## src/rtl/shift_pkg.sv

```systemverilog
// shift_pkg: shared mode and FSM state encodings for the multi-cycle shifter
package shift_pkg;
    typedef enum logic [2:0] {
        MODE_SLL = 3'b000,
        MODE_SRL = 3'b001,
        MODE_SRA = 3'b010,
        MODE_ROR = 3'b011,
        MODE_ROL = 3'b100
    } mode_e;
    typedef enum logic [1:0] {
        S_IDLE  = 2'd0,
        S_SHIFT = 2'd1,
        S_DONE  = 2'd2
    } state_e;
    function automatic logic mode_legal(input logic [2:0] m);
        return m <= 3'b100;
    endfunction
endpackage

```

## src/rtl/shift_step_n.sv

```systemverilog
// shift_step_n: combinational shift of an N-bit value by 0..STEP bits in one mode
module shift_step_n
    import shift_pkg::*;
#(
    parameter int N    = 32,
    parameter int STEP = 1,
    localparam int KW  = $clog2(STEP) + 1
) (
    input  logic [N-1:0]  val,
    input  logic [KW-1:0] k,
    input  mode_e         mode,
    input  logic          fill,
    output logic [N-1:0]  res
);
    int unsigned ku;
    logic [N-1:0] fill_mask;
    // rotates pull the wrapped bits from the opposite end; a zero distance yields val unchanged
    always_comb begin
        ku = 32'(k);
        fill_mask = fill ? ~({N{1'b1}} >> ku) : '0;
        res = (mode == MODE_SLL) ? val << ku :
              (mode == MODE_SRL) ? val >> ku :
              (mode == MODE_SRA) ? (val >> ku) | fill_mask :
              (mode == MODE_ROR) ? (val >> ku) | (val << (N - ku)) :
              (mode == MODE_ROL) ? (val << ku) | (val >> (N - ku)) : val;
    end
endmodule

```

## src/rtl/shift_unit_n.sv

```systemverilog
// shift_unit_n: handshaked iterative shifter moving up to STEP bits per cycle
module shift_unit_n
    import shift_pkg::*;
#(
    parameter int N    = 32,
    parameter int M    = 5,
    parameter int STEP = 1
) (
    input  logic         clk,
    input  logic         rst,
    input  logic         in_valid,
    output logic         in_ready,
    input  logic [N-1:0] a,
    input  logic [M-1:0] shift_amt,
    input  logic [2:0]   mode,
    output logic         out_valid,
    input  logic         out_ready,
    output logic [N-1:0] y,
    output logic         err
);
    localparam int KW = $clog2(STEP) + 1;
    localparam logic [M:0] STEP_W = (M+1)'(STEP);
    state_e state, state_n;
    logic [N-1:0] work, step_res;
    logic [M:0] cnt, kf, cnt_n;
    mode_e mode_q;
    logic sign, accept, direct;
    shift_step_n #(.N(N), .STEP(STEP)) u_step (
        .val  (work),
        .k    (kf[KW-1:0]),
        .mode (mode_q),
        .fill (mode_q == MODE_SRA && sign),
        .res  (step_res)
    );
    // next-state logic and handshake outputs; a request with nothing to shift goes straight to DONE
    always_comb begin
        in_ready = state == S_IDLE && !rst;
        out_valid = state == S_DONE;
        accept = in_valid && in_ready;
        direct = !mode_legal(mode) || shift_amt == '0;
        kf = (cnt > STEP_W) ? STEP_W : cnt;
        cnt_n = cnt - kf;
        state_n = state;
        unique case (state)
            S_IDLE:  state_n = accept ? (direct ? S_DONE : S_SHIFT) : S_IDLE;
            S_SHIFT: state_n = (cnt_n == '0) ? S_DONE : S_SHIFT;
            S_DONE:  state_n = out_ready ? S_IDLE : S_DONE;
            default: state_n = S_IDLE;
        endcase
    end
    // state register
    always_ff @(posedge clk) begin
        state <= rst ? S_IDLE : state_n;
    end
    // datapath: latch the request, iterate the work register, publish the result on the final step
    always_ff @(posedge clk) begin
        if (rst) begin
            work   <= '0;
            cnt    <= '0;
            mode_q <= MODE_SLL;
            sign   <= 1'b0;
            y      <= '0;
            err    <= 1'b0;
        end else if (accept) begin
            work   <= a;
            cnt    <= {1'b0, shift_amt};
            mode_q <= mode_e'(mode);
            sign   <= a[N-1];
            err    <= !mode_legal(mode);
            if (direct) y <= a;
        end else if (state == S_SHIFT) begin
            work <= step_res;
            cnt  <= cnt_n;
            if (cnt_n == '0) y <= step_res;
        end
    end
endmodule

```

## config.mk

```make
export PLATFORM = sky130hd
export DESIGN_NAME = shift_unit_n
export DESIGN_NICKNAME = d
export VERILOG_FILES = /design/src/rtl/shift_pkg.sv /design/src/rtl/shift_step_n.sv /design/src/rtl/shift_unit_n.sv
export SDC_FILE = /design/constraint.sdc
export NUM_CORES = 1
export LEC_CHECK = 0
export BUFFER_PORTS_ARGS = -buffer_cell sky130_fd_sc_hd__buf_4
export CORE_UTILIZATION = 40
export DETAILED_ROUTE_END_ITERATION = 10
export GPL_TIMING_DRIVEN = 0
export HOLD_SLACK_MARGIN = 0.03
export PLACE_DENSITY = 0.67
export SLEW_MARGIN = 40
export SYNTH_ARGS = -nofsm -noshare
export SYNTH_HDL_FRONTEND = slang
export SYNTH_SLANG_ARGS = --single-unit
```

## constraint.sdc

```tcl
create_clock -name clk -period 4.35 [get_ports clk]
set_input_delay 0.6525 -clock clk [delete_from_list [all_inputs] [get_ports clk]]
set_output_delay 0.6525 -clock clk [all_outputs]
set_load 0.01 [all_outputs]
```

After elaboration in Yosys (flattened, before gate mapping)

Index checks and enable logic that the tools add are counted.

Register bits after elaboration: 77
Bits of input ports: 44
Output and inout bits: 35
Word-level logic and storage cells: 62

Add/subtract/negate cells: 2
Magnitude comparators: 2
Equality and inequality tests: 7
Shift-type cells: 5
Muxes and demuxes: 20
Bitwise logic cells: 4
Reduce and logical (&&, ||, !) cells: 14

Operators with widths:

| cell                    | number |
|---|---|
| $mux W32                | 12 |
| $or A32 B32 Y32         | 3 |
| $not A32 Y32            | 1 |
| $shl A32 B1 Y32         | 1 |
| $shl A32 B32 Y32        | 1 |
| $shr A32 B1 Y32         | 1 |
| $shr A32 B1 Y32 const A | 1 |
| $shr A32 B32 Y32        | 1 |
| $mux W5                 | 2 |
| $mux W2                 | 4 |
| $sub A6 B1 Y7 const A   | 1 |
| $eq A3 B2 Y1 const B    | 2 |
| $gt A6 B1 Y1 const B    | 1 |
| $logic_not A6 Y1        | 1 |
| $mux W6                 | 1 |
| $pmux W2 S3             | 1 |
| $sub A6 B6 Y6           | 1 |
| $logic_not A5 Y1        | 1 |
| $reduce_bool A2 Y1      | 2 |
| $eq A3 B1 Y1 const B    | 1 |
| $eq A3 B3 Y1 const B    | 1 |
| $le A3 B3 Y1 const B    | 1 |
| $logic_and A1 B1 Y1     | 3 |
| $logic_not A3 Y1        | 1 |
| 8 further kinds         | 9 |

Logic depth before layout (Yosys ltp)

Word-level depth: 13
Depth in mapped cells: 11
Mapped depth without buffers: 9

By module

From an unflattened synthesis, not the netlist that was laid out.

Cell total of the unflattened synthesis: 560
Area total of the unflattened synthesis: 4783.3 µm²

Modules (own cells, without submodules):

| module       | times used | cells an instance | area each (µm²) | sequential area each (µm²) |
|---|---|---|---|---|
| shift_unit_n | 1          | 469               | 3947.5          | 1541.5 |
| shift_step_n | 1          | 91                | 835.8           | 0.0 |

Worst setup path after synthesis

No wires, ideal clock.

Path type: register -> register
Start: reg cnt[2]
End: reg y[31]
Setup time: 79 ps
Arrival: 2144 ps
Data required time: 4271 ps
Setup slack: 2127 ps
Cell stages (with the launch flop): 10
Buffers on the path: 0
Period minus slack after synthesis: 2223 ps
Path through: dfxtp_1 nor3_1 a21oi_1 inv_1 ha_1 or2_1 a221o_1 o2bb2ai_4 or3b_1 o211ai_1

Cells in the longest elaborated chain, start to end: 13
Elaborated cells between the ends (all ways): 25
Classes of those cells: 2 x add/sub; 1 x order compare; 5 x shift; 10 x mux; 4 x bitwise; 3 x reduce/logical

Ends and longest elaborated chain:

| element                | RTL line                               | RTL |
|---|---|---|
| start, declared        | shift_unit_n.sv:25                     | `logic [M:0] cnt, kf, cnt_n;` |
| start signal, assigned | shift_unit_n.sv:66                     | `cnt <= {1'b0, shift_amt};` |
| start signal, assigned | shift_unit_n.sv:73                     | `cnt <= cnt_n;` |
| $gt A6 B1 Y1           | shift_unit_n.sv:41                     | `kf = (cnt > STEP_W) ? STEP_W : cnt;` |
| $mux W6                | shift_unit_n.sv:41                     |  |
| $sub A6 B1 Y7          | shift_step_n.sv:24, shift_step_n.sv:25 |  |
| $shr A32 B32 Y32       | shift_step_n.sv:25                     | `(mode == MODE_ROL) ? (val << ku) \| (val >> (N - ku)) : val;` |
| $or A32 B32 Y32        | shift_step_n.sv:25                     |  |
| $mux W32               | shift_step_n.sv:25                     |  |
| $mux W32               | shift_step_n.sv:24                     | `(mode == MODE_ROR) ? (val >> ku) \| (val << (N - ku)) :` |
| $mux W32               | shift_step_n.sv:23                     | `(mode == MODE_SRA) ? (val >> ku) \| fill_mask :` |
| $mux W32               | shift_step_n.sv:22                     | `(mode == MODE_SRL) ? val >> ku :` |
| $mux W32               | shift_step_n.sv:21                     | `res = (mode == MODE_SLL) ? val << ku :` |
| $mux W32               | shift_unit_n.sv:74                     | `if (cnt_n == '0) y <= step_res;` |
| $mux W32               | shift_unit_n.sv:71                     | `end else if (state == S_SHIFT) begin` |
| $mux W32               | shift_unit_n.sv:64                     | `end else if (accept) begin` |
| end signal, assigned   | shift_unit_n.sv:74                     |  |
| end, declared          | shift_unit_n.sv:18                     | `output logic [N-1:0] y,` |

Parallel ways exist; a longest one is shown, timed or not. The select of a mux whose other input is x is not followed.
A chain may end at the register's enable or synchronous reset.

Final worst setup path

Start: reg cnt[2]
End: reg y[19]

Same word-level chain as after synthesis.

==> out/metrics.cfg <==
[timing]
fin_skew_ns = 0.01006
rsz0062_at_grt = false
timing.fmax_mhz = 387.9
worst_slew_pin_slew_ns = 0.5905
min_period_over_period = 0.5926
setup_viol = 0
min_period_ns = 2.578
hold_viol = 0
relSlewSlack = 0.6063
setup_tns_ns = 0
drv_slew = 0

[synthesis]
ys.flop_type = dfxtp_1
ys_ff_latch = 77
yosysTopAreaCell = dfxtp_1
ys.warnings.count = 0
netlist_top_cells_count = 102 x nor2_1, 77 x dfxtp_1, 52 x nand2_1
ys_seq_area_frac = 0.3800
synth_edf_count = 0
yosysMostFrequentCell = nor2_1
ys_async_sr_fraction = 0
syn_area_per_cell_sq_um = 7.938
syn_area_sq_mm = 0.004056
ys_types = 55
synth_top_area_frac = 0.3800
syn-num-nets = 557
synthCells = 511
synth_area_leaders = dfxtp_1 38%, nor2_1 9.4%, a311oi_1 6.3%

[setup_path]
ff2ff_path_depth = 9
crit_required_ns = 4.59
start_kind = register
arrival_ns = 2.82
crit_start = cnt[2]$_SDFFE_PP0P_
r2r_end = y[19]$_SDFFE_PP0P_
crit_path_max_fanout = 10
timing.reg2reg.setup_slack_ns = 1.77
reg2reg_from = cnt[2]$_SDFFE_PP0P_
cpPeakStageDelay_ns = 0.47
cp-end-kind = register
cp_slowest_cell = dfxtp_1
cp_cell_sequence = nor3_1, a21oi_1, inv_1, ha_1, or2_1, a221o_1, o2bb2ai_4, buf_2, a211oi_1
critPathKind = register to register

[die]
fp.coreArea_sq_mm = 0.009819
start_util = 0.4131
rows = 36
dieWidth_microns = 102.7
fp.dieArea_sq_mm = 0.01055
die_h_microns = 102.7
boundaryPins = 79

[cells_and_area]
antenna_cells = 0
fin_cells = 736
fin_nets = 646
drive_above_1_share = 0.2189
fillers = 1003
area_growth_pct = 23.50
final_util = 0.5102

[global_routing]
use_met2 = 0.3944
grt_use_met1 = 0.3404
met3_usage = 0.02983
grt.total_usage = 0.2472
grt_most_used_layer = met2
antenna_found_initial = 0
grt_pass1_wl_microns = 19980
grt_pass1_vias = 3965
grt_max_degree = 13
grt.overflow.total = 0

[detailed_routing]
firstDrtPassIters = 7
wl_per_cell_microns = 17.25
via_per_inst = 5.818
drc_errors = 0
antenna_left = 0
drtIter0Drc = 272
routed-via-count = 4282
wl_microns = 12700

[power_and_ir_drop]
vdd_drop_max_uv = 184.3
power_leakage_nw = 1.893
power.density_mw_per_mm2 = 525.9

[cts]
path_clk_slew_ns = 0.08
postCtsSetupBuffers = 0
post_cts_resize_count = 0
clock_latency_ns = 0.34
cts_tree = built
clockBufferDepth = 2
htree_levels = 3
cts_buffers = 9
cts_root_buf = clkbuf_8
hold_buffers = 0
cts_sinks = 77

[job]
drv_cap = 0

[place]
dp.cells = 722
io_buffers = 78
place.gp.congestion = 0.9427
dp.final_hpwl_microns = 9427

[min_path]
whs_path_depth = 2
min_path_type = register to register
holdPathEnd = y[24]$_SDFFE_PP0P_
hold_start = y[24]$_SDFFE_PP0P_

[run_status]
run_status = complete, no violations

## registers in the layout, summed over array words and instances, names as in the netlist
register	cells
sign	1
y	32
state	2
cnt	6
mode_q	3
work	32
err	1
## cell usage in the layout (no fill, tap or decap), types with 12 or more instances in the layout
cell,instances
o21a_1,12
a311oi_1,29
a211oi_1,23
dfxtp_1,77
buf_2,13
nor3_1,29
nand2_1,52
nor2_1,102
clkbuf_1,23
o21ai_0,14
buf_4,83
## layout make-up
class                      count  area [sq um]  area share
multi-input combinational    383          2266      0.4523
sequential                    77          1541      0.3077
timing repair buffer          78         585.6      0.1169
buffer                        45         226.5     0.04520
tap                          133         166.4     0.03322
clock buffer                   9         123.9     0.02473
clock inverter                 5         77.57     0.01548
inverter                       6         22.52    0.004496
## cell families after synthesis
| family | synth area share |
|---|---|
| simple gates | 0.2369 |
| compound gates | 0.3131 |
| flops | 0.3800 |
| buf+inv | 0.06138 |
| fa+ha+maj | 0.006168 |
| mux | 0.002468 |
## power breakdown
group / switching, mW / total, mW / internal, mW
Sequential: 0.118 / 0.951 / 0.833
Combinational: 0.636 / 1.10 / 0.463
Clock: 0.270 / 0.585 / 0.315
Total: 1.02 / 2.63 / 1.61
## worst max path at each step
| stage | endpoint | slack [ns] | cells past startpoint |
|---|---|---|---|
| after floorplan | y[31]$_SDFFE_PP0P_ | 2.13 | 9 |
| after global placement | y[31]$_SDFFE_PP0P_ | 1.82 | 10 |
| after detailed placement | y[19]$_SDFFE_PP0P_ | 1.78 | 9 |
| after CTS | y[19]$_SDFFE_PP0P_ | 1.77 | 9 |
| after global routing | y[19]$_SDFFE_PP0P_ | 1.59 | 9 |
| final | y[19]$_SDFFE_PP0P_ | 1.77 | 9 |
## routing by layer
| layer | share of wire | vias to the layer above |
|---|---|---|
| met2 | 0.45 | 194 |
| met1 | 0.46 | 2003 |
| met5 | 0 | - |
| li1 | - | 2064 |
| met3 | 0.068 | 21 |
| met4 | 0.021 | 0 |
## per-stage QoR
stage	cell area [sq um]	power, mW	worst slack, ns	hold WS, ns
floorplan	4056	1.698	2.127	0.4450
global placement	4808	2.027	1.824	0.4602
detailed placement	4808	2.045	1.778	0.4629
CTS	5010	2.623	1.770	0.4766
global route	5010	2.794	1.588	0.4944
finish	5010	2.635	1.772	0.4784
## critical path, delay by kind of cell, from the launching register on
| kind | cells | cell delay [ns] |
|---|---|---|
| buf+inv | 2 | 0.32 |
| fa+ha+maj | 1 | 0.23 |
| simple gates | 2 | 0.37 |
| flops | 1 | 0.47 |
| compound gates | 4 | 1.09 |
No activity file was read; power rests on OpenSTA's default activity.
